## config.mk

```make
export PLATFORM = sky130hd
export DESIGN_NAME = imc_obuf_reader_flat
export DESIGN_NICKNAME = d
export VERILOG_FILES = /design/src/rtl/imc_obuf_pkg.sv /design/src/rtl/imc_obuf_reader_if.sv /design/src/rtl/imc_obuf_skid.sv /design/src/rtl/imc_obuf_reader.sv /design/src/flat_wrapper.sv
export SDC_FILE = /design/constraint.sdc
export NUM_CORES = 1
export LEC_CHECK = 0
export CORE_AREA = 3 3 146 148
export DETAILED_ROUTE_END_ITERATION = 10
export DIE_AREA = 0 0 149 151
export PLACE_DENSITY_LB_ADDON = 0.3
export SLEW_MARGIN = 25
export SYNTH_ARGS = -nofsm -noshare
export SYNTH_HDL_FRONTEND = slang
export SYNTH_HIERARCHICAL = 1
export SYNTH_SLANG_ARGS = --single-unit
export TNS_END_PERCENT = 5
```

## constraint.sdc

```tcl
create_clock -name clk -period 2.2 [get_ports clk]
set_input_delay 0.33 -clock clk [delete_from_list [all_inputs] [get_ports clk]]
set_output_delay 0.33 -clock clk [all_outputs]
set_load 0.05 [all_outputs]
```

## src/rtl/imc_obuf_pkg.sv

```systemverilog
// Shared definitions for the IMC output-buffer read path: FSM states and pipeline geometry.
package imc_obuf_pkg;

  typedef enum logic [1:0] {
    ST_IDLE  = 2'd0,
    ST_RUN   = 2'd1,
    ST_DRAIN = 2'd2,
    ST_DONE  = 2'd3
  } obuf_state_e;

  localparam int OBUF_SKID_DEPTH = 2;
  localparam int OBUF_RD_LATENCY = 1;

endpackage

```

## src/rtl/imc_obuf_reader_if.sv

```systemverilog
// Control, buffer read port and output stream of the output-buffer reader, seen from the reader (master).
interface imc_obuf_reader_if #(
  parameter int DATA_WIDTH = 32,
  parameter int ADDR_WIDTH = 7
);
  logic                  start;
  logic [ADDR_WIDTH-1:0] base_addr;
  logic [ADDR_WIDTH:0]   num_words;
  logic                  busy;
  logic                  done;
  logic                  buf_empty;
  logic [DATA_WIDTH-1:0] buf_rd_data;
  logic                  buf_rd_cs;
  logic                  buf_rd_en;
  logic [ADDR_WIDTH-1:0] buf_rd_addr;
  logic                  m_valid;
  logic [DATA_WIDTH-1:0] m_data;
  logic                  m_last;
  logic                  m_ready;

  modport master (
    input  start, base_addr, num_words, buf_empty, buf_rd_data, m_ready,
    output busy, done, buf_rd_cs, buf_rd_en, buf_rd_addr, m_valid, m_data, m_last
  );

  modport slave (
    output start, base_addr, num_words, buf_empty, buf_rd_data, m_ready,
    input  busy, done, buf_rd_cs, buf_rd_en, buf_rd_addr, m_valid, m_data, m_last
  );
endinterface

```

## src/rtl/imc_obuf_skid.sv

```systemverilog
// Small FIFO holding words returned by the buffer until the consumer accepts them.
module imc_obuf_skid
  import imc_obuf_pkg::*;
#(
  parameter int DATA_WIDTH = 32,
  parameter int DEPTH      = OBUF_SKID_DEPTH
) (
  input  logic                           clk,
  input  logic                           rst,
  input  logic                           push_i,
  input  logic [DATA_WIDTH-1:0]          push_dat_i,
  input  logic                           pop_i,
  output logic [DATA_WIDTH-1:0]          head_dat_o,
  output logic                           full_o,
  output logic                           empty_o,
  output logic [$clog2(DEPTH+1)-1:0]     count_o
);
  localparam int PW = (DEPTH > 1) ? $clog2(DEPTH) : 1;
  localparam int CW = $clog2(DEPTH+1);

  logic [DATA_WIDTH-1:0] mem_q [DEPTH];
  logic [PW-1:0]         wr_ptr_q, rd_ptr_q;
  logic [CW-1:0]         cnt_q, cnt_d;
  logic                  pop_ok;

  assign pop_ok = pop_i && (cnt_q != '0);
  assign cnt_d  = cnt_q + CW'(push_i) - CW'(pop_ok);

  always_ff @(posedge clk) begin
    if (rst) begin
      for (int i = 0; i < DEPTH; i++) mem_q[i] <= '0;
      wr_ptr_q <= '0;
      rd_ptr_q <= '0;
      cnt_q    <= '0;
    end else begin
      if (push_i) begin
        mem_q[wr_ptr_q] <= push_dat_i;
        wr_ptr_q        <= wr_ptr_q + PW'(1);
      end
      if (pop_ok) rd_ptr_q <= rd_ptr_q + PW'(1);
      cnt_q <= cnt_d;
    end
  end

  assign head_dat_o = mem_q[rd_ptr_q];
  assign empty_o    = (cnt_q == '0);
  assign full_o     = (cnt_q == CW'(DEPTH));
  assign count_o    = cnt_q;

endmodule

```

## src/rtl/imc_obuf_reader.sv

```systemverilog
// Fetches num_words entries from the output buffer (wrapping at RAM_DEPTH) and streams them out
// with last-word marking, absorbing the buffer's registered read latency and consumer backpressure.
module imc_obuf_reader
  import imc_obuf_pkg::*;
#(
  parameter int DATA_WIDTH = 32,
  parameter int ADDR_WIDTH = 7,
  parameter int RAM_DEPTH  = 64
) (
  input  logic               clk,
  input  logic               rst,
  imc_obuf_reader_if.master  bus
);
  localparam int CW  = ADDR_WIDTH + 1;
  localparam int OCW = $clog2(OBUF_SKID_DEPTH + 1);

  obuf_state_e                 state_q;
  logic [CW-1:0]               num_q, issued_q, acc_q;
  logic [ADDR_WIDTH-1:0]       addr_q, addr_d;
  logic [OBUF_RD_LATENCY-1:0]  inflight_q;
  logic                        busy_q, done_q;

  logic                        skid_empty, skid_full, land;
  logic [OCW-1:0]              skid_cnt;
  logic [DATA_WIDTH-1:0]       skid_head;
  logic                        issue, pop, last_word;
  logic [2:0]                  pending;

  assign pop       = !skid_empty && bus.m_ready;
  assign last_word = (acc_q == num_q - CW'(1));
  assign land      = inflight_q[OBUF_RD_LATENCY-1];
  assign addr_d    = (addr_q == ADDR_WIDTH'(RAM_DEPTH-1)) ? '0 : addr_q + ADDR_WIDTH'(1);

  // A word leaving the skid this cycle frees its slot, so full-rate streaming keeps issuing.
  assign pending = 3'(skid_cnt) + 3'($countones(inflight_q));
  assign issue   = (state_q == ST_RUN) && !bus.buf_empty && (issued_q < num_q) &&
                   (pending < 3'(OBUF_SKID_DEPTH) + 3'(pop));

  always_ff @(posedge clk) begin
    if (rst) begin
      state_q    <= ST_IDLE;
      num_q      <= '0;
      issued_q   <= '0;
      acc_q      <= '0;
      addr_q     <= '0;
      inflight_q <= '0;
      busy_q     <= 1'b0;
      done_q     <= 1'b0;
    end else begin
      inflight_q <= (inflight_q << 1) | OBUF_RD_LATENCY'(issue);
      if (pop) acc_q <= acc_q + CW'(1);
      if (issue) begin
        issued_q <= issued_q + CW'(1);
        addr_q   <= addr_d;
      end
      case (state_q)
        ST_IDLE: begin
          if (bus.start) begin
            num_q    <= bus.num_words;
            addr_q   <= bus.base_addr;
            issued_q <= '0;
            acc_q    <= '0;
            if (bus.num_words == '0) begin
              state_q <= ST_DONE;
              done_q  <= 1'b1;
            end else begin
              state_q <= ST_RUN;
              busy_q  <= 1'b1;
            end
          end
        end
        ST_RUN: begin
          if (issue && (issued_q + CW'(1) == num_q)) state_q <= ST_DRAIN;
        end
        ST_DRAIN: begin
          if (pop && last_word) begin
            state_q <= ST_DONE;
            busy_q  <= 1'b0;
            done_q  <= 1'b1;
          end
        end
        ST_DONE: begin
          state_q <= ST_IDLE;
          done_q  <= 1'b0;
        end
        default: state_q <= ST_IDLE;
      endcase
    end
  end

  imc_obuf_skid #(
    .DATA_WIDTH (DATA_WIDTH),
    .DEPTH      (OBUF_SKID_DEPTH)
  ) u_skid (
    .clk        (clk),
    .rst        (rst),
    .push_i     (land && !skid_full),
    .push_dat_i (bus.buf_rd_data),
    .pop_i      (pop),
    .head_dat_o (skid_head),
    .full_o     (skid_full),
    .empty_o    (skid_empty),
    .count_o    (skid_cnt)
  );

  assign bus.busy        = busy_q;
  assign bus.done        = done_q;
  assign bus.buf_rd_cs   = issue;
  assign bus.buf_rd_en   = issue;
  assign bus.buf_rd_addr = addr_q;
  assign bus.m_valid     = !skid_empty;
  assign bus.m_data      = skid_head;
  assign bus.m_last      = !skid_empty && last_word;

endmodule

```

## src/flat_wrapper.sv

```systemverilog
// flat-port wrapper written by rule: the top's interface ports become plain ports
module imc_obuf_reader_flat import imc_obuf_pkg::*;
#(
  parameter int DATA_WIDTH = 32,
  parameter int ADDR_WIDTH = 7,
  parameter int RAM_DEPTH  = 64
)
  (clk, rst, bus_start, bus_base_addr, bus_num_words, bus_buf_empty, bus_buf_rd_data, bus_m_ready, bus_busy, bus_done, bus_buf_rd_cs, bus_buf_rd_en, bus_buf_rd_addr, bus_m_valid, bus_m_data, bus_m_last);
  imc_obuf_reader_if #(.DATA_WIDTH(DATA_WIDTH), .ADDR_WIDTH(ADDR_WIDTH)) bus_i ();
  input  logic clk;
  input  logic rst;
  input wire logic [$bits(bus_i.start)-1:0] bus_start;
  input wire logic [$bits(bus_i.base_addr)-1:0] bus_base_addr;
  input wire logic [$bits(bus_i.num_words)-1:0] bus_num_words;
  input wire logic [$bits(bus_i.buf_empty)-1:0] bus_buf_empty;
  input wire logic [$bits(bus_i.buf_rd_data)-1:0] bus_buf_rd_data;
  input wire logic [$bits(bus_i.m_ready)-1:0] bus_m_ready;
  output wire logic [$bits(bus_i.busy)-1:0] bus_busy;
  output wire logic [$bits(bus_i.done)-1:0] bus_done;
  output wire logic [$bits(bus_i.buf_rd_cs)-1:0] bus_buf_rd_cs;
  output wire logic [$bits(bus_i.buf_rd_en)-1:0] bus_buf_rd_en;
  output wire logic [$bits(bus_i.buf_rd_addr)-1:0] bus_buf_rd_addr;
  output wire logic [$bits(bus_i.m_valid)-1:0] bus_m_valid;
  output wire logic [$bits(bus_i.m_data)-1:0] bus_m_data;
  output wire logic [$bits(bus_i.m_last)-1:0] bus_m_last;
  assign bus_i.start = bus_start;
  assign bus_i.base_addr = bus_base_addr;
  assign bus_i.num_words = bus_num_words;
  assign bus_i.buf_empty = bus_buf_empty;
  assign bus_i.buf_rd_data = bus_buf_rd_data;
  assign bus_i.m_ready = bus_m_ready;
  assign bus_busy = bus_i.busy;
  assign bus_done = bus_i.done;
  assign bus_buf_rd_cs = bus_i.buf_rd_cs;
  assign bus_buf_rd_en = bus_i.buf_rd_en;
  assign bus_buf_rd_addr = bus_i.buf_rd_addr;
  assign bus_m_valid = bus_i.m_valid;
  assign bus_m_data = bus_i.m_data;
  assign bus_m_last = bus_i.m_last;
  imc_obuf_reader #(.DATA_WIDTH(DATA_WIDTH), .ADDR_WIDTH(ADDR_WIDTH), .RAM_DEPTH(RAM_DEPTH)) u_core (.clk(clk), .rst(rst), .bus(bus_i));
endmodule
```

==> impl_metrics.env, run 1 <==
export IMPL_grtUsageTotal_pct=12.0
export IMPL_ys_seq_area_share_pct=48.8
export IMPL_setup_viol=7
export IMPL_leakagePower_nw=2.80
export IMPL_mostFrequentLayoutCell="nor2_1"
export IMPL_finalHoldViolations=0
export IMPL_rsz0062_at_grt="true"
export IMPL_cts_buffer_depth=2
export IMPL_fp_dieH_um=151
export IMPL_root_buffer="clkbuf_16"
export IMPL_start_kind="flop"
export IMPL_skew_ns=0.00481
export IMPL_antennaDiodeCount=0
export IMPL_wl_mm=13.5
export IMPL_viasPerCell=4.53
export IMPL_synth_avg_cell_area_um2=10.7
export IMPL_grt_pass1_wl_mm=21.3
export IMPL_relSlewSlack_pct=66.4
export IMPL_syn_inst=524
export IMPL_crit_required_ns=1.87
export IMPL_fin_nets=715
export IMPL_grt_pass1_vias=4228
export IMPL_power_density_nw_per_um2=777
export IMPL_clock_sinks=105
export IMPL_cp_arrival_ns=2.18
export IMPL_fp_dieW_um=149
export IMPL_ir_drop_mv=0.516
export IMPL_grt_max_degree=34
export IMPL_drc=0
export IMPL_max_freq_mhz=399
export IMPL_syn_nets=596
export IMPL_place_gp_congestion=0.832
export IMPL_start_util_pct=27.9
export IMPL_fin_tns_setup_ns=-1.13
export IMPL_io_pins=97
export IMPL_yosysWarnings=6
export IMPL_run_status="finished with violations"
export IMPL_yosys_most_used_dff="edfxtp_1"
export IMPL_drt_initial_drc_count=174
export IMPL_netlist_area_um2=5620
export IMPL_rr_worst_depth=9
export IMPL_final_cell_mix="93 x nor2_1, 71 x buf_4, 64 x edfxtp_1, 61 x clkdlybuf4s50_1, 42 x nand2b_1"
export IMPL_crit_fanout=5
export IMPL_nFillCells=2017
export IMPL_route_vias_total=4151
export IMPL_fp_coreArea_um2=20200
export IMPL_synth_distinct_cells=56
export IMPL_hp_class="primary input to flop"
export IMPL_drtAntennaViolNets=0
export IMPL_final_area_um2=7470
export IMPL_dp_cells=897
export IMPL_rows=52
export IMPL_antenna_found_initial=0
export IMPL_setup_slack_ns=-0.305
export IMPL_grt_overflow=0
export IMPL_holdBufCountCts=0
export IMPL_htreeDepth=3
export IMPL_drive_gt1_share_pct=26.9
export IMPL_stdcell_count=917
export IMPL_max_cap_violations=0
export IMPL_violations="setup timing"
export IMPL_place_area_um2=7050
export IMPL_worst_slew_pin_slew_ns=0.503
export IMPL_cts_tree="yes"
export IMPL_critPathKind="flop to primary output"
export IMPL_utilization_pct=37.1
export IMPL_cts_buffers_inserted=9
export IMPL_synth_edff_count=64
export IMPL_ys_async_sr_fraction_pct=0
export IMPL_ys_ff_latch=105
export IMPL_post_route_min_period_ns=2.51
export IMPL_whs_path_depth=2
export IMPL_clkTransAtPathRegs_ns=0.07
export IMPL_regArea_um2=2770
export IMPL_place_detailed_hpwl_mm=9.63
export IMPL_holdWs_ns=0.383
export IMPL_period_share_pct=114
export IMPL_port_buffers=96
export IMPL_clock_latency_ns=0.35
export IMPL_report_final_slew_viol_count=0
export IMPL_end_kind="primary output"
export IMPL_multi_input_area_um2=2730
export IMPL_area_growth_pct=32.9
export IMPL_dieArea_um2=22500
export IMPL_firstDrtPassIters=5
export IMPL_wire_per_inst_um=14.8
-- worst paths after layout --
kind / start / end / slack (ns)
worst max-delay path: u_core/num_q[0] / bus_m_last / -0.31
worst min-delay path: rst / u_core/bus.buf_rd_addr[6] / 0.38
worst max register to register: u_core/num_q[0] / u_core/state_q[1] / -0.14
worst min register to register: u_core/u_skid/wr_ptr_q / u_core/u_skid/wr_ptr_q / 0.48
-- worst max-delay path: stages (launching register included) --
cell and delay (ns):
dfxtp_4 0.35, inv_2 0.04, ha_4 0.17, o21ba_4 0.19
a221oi_2 0.28, o2111ai_2 0.17, or3_4 0.38, nor2_4 0.11
buf_12 0.14
-- synth_stat cells, types with 6 or more instances --
| master | instances | area (um2) |
|---|---|---|
| ha_1 | 20 | 250 |
| nor3_1 | 8 | 40.0 |
| mux2_4 | 33 | 495 |
| clkbuf_1 | 7 | 26.3 |
| buf_2 | 9 | 45.0 |
| nand2_1 | 34 | 128 |
| dfxtp_1 | 41 | 821 |
| buf_6 | 6 | 67.6 |
| nand2b_1 | 44 | 275 |
| a21oi_1 | 18 | 90.1 |
| xor2_1 | 19 | 166 |
| nor2_1 | 96 | 360 |
| nand3_1 | 12 | 60.1 |
| o21ai_0 | 9 | 45.0 |
| xnor2_1 | 12 | 105 |
| inv_1 | 18 | 67.6 |
| edfxtp_1 | 64 | 1920 |
-- sequential cells by signal (all words and copies together), names as in the netlist, named ones only --
signal and count:
u_core/acc_q 8, u_core/bus.buf_rd_addr 7, u_core/bus.busy 1, u_core/bus.done 1, u_core/inflight_q 1, u_core/issued_q 8
u_core/num_q 8, u_core/state_q 2, u_core/u_skid/count_o 2, u_core/u_skid/mem_q 64, u_core/u_skid/rd_ptr_q 1, u_core/u_skid/wr_ptr_q 1
-- power breakdown --
group | internal, W | switching, W
Combinational | 0.000786 | 0.00106
Clock | 0.000883 | 0.000725
Sequential | 0.00225 | 0.000113
-- per-stage QoR --
step / power [W] / worst slack [ns]
CTS: 0.00581 / -0.358
floorplan: 0.00355 / -0.00604
global route: 0.00612 / -0.378
finish: 0.00581 / -0.305
global placement: 0.00413 / -0.0364
detailed placement: 0.00416 / -0.108
-- cell families after synthesis --
kind of cell	count (synthesis)	share of synthesized area (%)
AOI/OAI and AO/OA	54	7.14
xor gates and xnor gates	32	5.23
adders and majority gates	20	4.45
buffers and inverters	50	5.54
DFF	105	48.8
muxes	35	9.21
and+or+nand+nor	228	19.7
-- per-layer routing --
metal / share of wire, % / global-route usage [%] / wire [um] / vias up
met4: 0.97 / 2.61 / 132 / 0
met1: 45 / 14.7 / 6120 / 1983
li1: - / - / - / 2049
met2: 48 / 20.7 / 6530 / 102
met5: 0 / 0 / 0 / -
met3: 5.7 / 3.80 / 771 / 17
-- timing repair --
action | 4_1_cts | 5_1_grt
hold endpoints to repair | 0 | 0
setup buffers | 1 | 4
pin swaps | 9 | 8
endpoints found under the setup margin | 5 | 13
gates resized for setup | 5 | 15
-- final cells by class --
cell class | count | area share (%)
Clock buffer | 9 | 3.01
Clock inverter | 6 | 0.887
Inverter | 18 | 0.988
Multi-Input combinational cell | 369 | 36.5
Sequential cell | 105 | 37.0
Tap cell | 270 | 4.52
Timing Repair Buffer | 140 | 17.1
No activity file was read; power rests on OpenSTA's default activity.
==> inputs of run 2 (changes only) <==
MAX_ROUTING_LAYER = met4   (was default)
PLACE_DENSITY = 0.57   (was default)
PLACE_DENSITY_LB_ADDON = default   (was 0.3)
REMOVE_ABC_BUFFERS = 1   (was default)
==> impl_metrics.env, run 2 (same netlist as run 1, synthesis figures left out) <==
export IMPL_run_status="finished with violations"
export IMPL_violations="setup timing"
export IMPL_fin_nets=724
export IMPL_viasPerCell=4.53
export IMPL_grt_pass1_vias=4488
export IMPL_firstDrtPassIters=4
export IMPL_clock_sinks=105
export IMPL_critPathKind="flop to primary output"
export IMPL_fp_dieW_um=149
export IMPL_holdBufCountCts=0
export IMPL_utilization_pct=36.9
export IMPL_rows=52
export IMPL_clock_latency_ns=0.36
export IMPL_stdcell_count=927
export IMPL_setup_viol=7
export IMPL_grt_max_degree=36
export IMPL_relSlewSlack_pct=64.2
export IMPL_final_cell_mix="95 x nor2_1, 75 x buf_4, 64 x edfxtp_1, 62 x clkdlybuf4s50_1, 42 x nand2b_1"
export IMPL_crit_fanout=3
export IMPL_start_kind="flop"
export IMPL_place_detailed_hpwl_mm=9.84
export IMPL_start_util_pct=27.9
export IMPL_rsz0062_at_grt="true"
export IMPL_drt_initial_drc_count=258
export IMPL_leakagePower_nw=2.86
export IMPL_dieArea_um2=22500
export IMPL_holdWs_ns=0.491
export IMPL_crit_required_ns=1.87
export IMPL_cts_buffers_inserted=9
export IMPL_antenna_found_initial=0
export IMPL_max_cap_violations=0
export IMPL_wire_per_inst_um=14.7
export IMPL_power_density_nw_per_um2=767
export IMPL_grt_overflow=0
export IMPL_cts_buffer_depth=2
export IMPL_clkTransAtPathRegs_ns=0.08
export IMPL_wl_mm=13.7
export IMPL_dp_cells=908
export IMPL_fp_dieH_um=151
export IMPL_cts_tree="yes"
export IMPL_period_share_pct=116
export IMPL_p_int_w=0.00380
export IMPL_share_seq_of_total_power_pct=41.2
export IMPL_grt_pass1_wl_mm=22.1
export IMPL_regArea_um2=2760
export IMPL_io_pins=97
export IMPL_swShare_pct=33.5
export IMPL_area_growth_pct=32.5
export IMPL_largest_register="u_core/u_skid/mem_q"
export IMPL_drtAntennaViolNets=0
export IMPL_route_vias_total=4200
export IMPL_htreeDepth=3
export IMPL_end_kind="primary output"
export IMPL_report_final_slew_viol_count=0
export IMPL_post_route_min_period_ns=2.54
export IMPL_finalHoldViolations=0
export IMPL_setup_slack_ns=-0.345
export IMPL_drc=0
export IMPL_skew_ns=0.0115
export IMPL_port_buffers=96
export IMPL_worst_slew_pin_slew_ns=0.536
export IMPL_root_buffer="clkbuf_16"
export IMPL_net_switching_power_w=0.00191
export IMPL_max_freq_mhz=393
export IMPL_hp_class="flop to flop"
export IMPL_drive_gt1_share_pct=25.7
export IMPL_ir_drop_mv=0.373
export IMPL_largest_reg_flops=64
export IMPL_mostFrequentLayoutCell="nor2_1"
export IMPL_grtUsageTotal_pct=12.5
export IMPL_p_clk_share_pct=27.6
export IMPL_nFillCells=2024
export IMPL_p_comb_share_pct=31.2
export IMPL_antennaDiodeCount=0
export IMPL_fp_coreArea_um2=20200
export IMPL_cp_arrival_ns=2.21
export IMPL_multi_input_area_um2=2640
export IMPL_place_gp_congestion=0.821
[run 2: cell type report]
cell class / count / area share [%]
Tap cell: 270 / 4.53
Timing Repair Buffer: 149 / 18.2
Clock buffer: 9 / 3.02
Clock inverter: 7 / 0.907
Multi-Input combinational cell: 369 / 35.4
Sequential cell: 105 / 37.0
Inverter: 18 / 0.940
[run 2: stage by stage]
| step | TNS (ns) | setup WS [ns] | area (um2) | power [W] |
|---|---|---|---|---|
| 2_1_floorplan | -21.72 | -0.666 | 5380 | 0.00341 |
| 3_3_place_gp | -0.749 | -0.262 | 7040 | 0.00410 |
| 3_5_place_dp | -0.981 | -0.257 | 7040 | 0.00413 |
| 4_1_cts | -0.902 | -0.320 | 7430 | 0.00579 |
| 5_1_grt | -1.99 | -0.452 | 7450 | 0.00602 |
| 6_report | -1.02 | -0.345 | 7450 | 0.00572 |
[run 2: timing repair]
action / in CTS / in global routing
gates resized for setup: 25 / 8
endpoints found under the setup margin: 14 / 10
setup buffers: 4 / 0
cloned: 0 / 0
pin swaps: 9 / 5
[run 2: metal layers]
layer	wire length, um	GRT usage [%]	vias to the layer above
met5	0	-	-
met4	200	3.94	0
met3	733	2.63	15
met2	6850	21.3	124
met1	5880	15.1	1996
li1	-	-	2065
[run 2: power groups by stage]
| stage | logic, W | registers [W] | clock network [W] |
|---|---|---|---|
| floorplan | 0.000920 | 0.00249 | 0 |
| global placement | 0.00171 | 0.00238 | 0 |
| detailed placement | 0.00173 | 0.00239 | 0 |
| CTS | 0.00178 | 0.00235 | 0.00165 |
| global route | 0.00192 | 0.00238 | 0.00172 |
| finish | 0.00178 | 0.00236 | 0.00158 |
[run 2: final timing paths]
kind                            cells past startpoint                endpoint              startpoint  slack (ns)
worst max-delay path                                8              bus_m_last         u_core/num_q[1]       -0.34
worst min register to register                      2  u_core/u_skid/wr_ptr_q  u_core/u_skid/wr_ptr_q        0.49
worst min-delay path                                2  u_core/u_skid/wr_ptr_q  u_core/u_skid/wr_ptr_q        0.49
worst max register to register                     11       u_core/state_q[1]         u_core/num_q[1]       -0.23
[run 2: critical path, stage by stage (launching register included)]
cell and delay, ns:
dfxtp_2 0.34, inv_2 0.05, ha_4 0.16, o21ba_1 0.19, a221oi_2 0.29, o2111ai_2 0.16
or3_4 0.41, nor2_4 0.11, buf_12 0.14
==> inputs of run 3 (changes only) <==
CTS_CLUSTER_SIZE = 25   (was default)
==> results of run 3 <==
No change in the layout: final DEF, timing and power equal those of run 2.
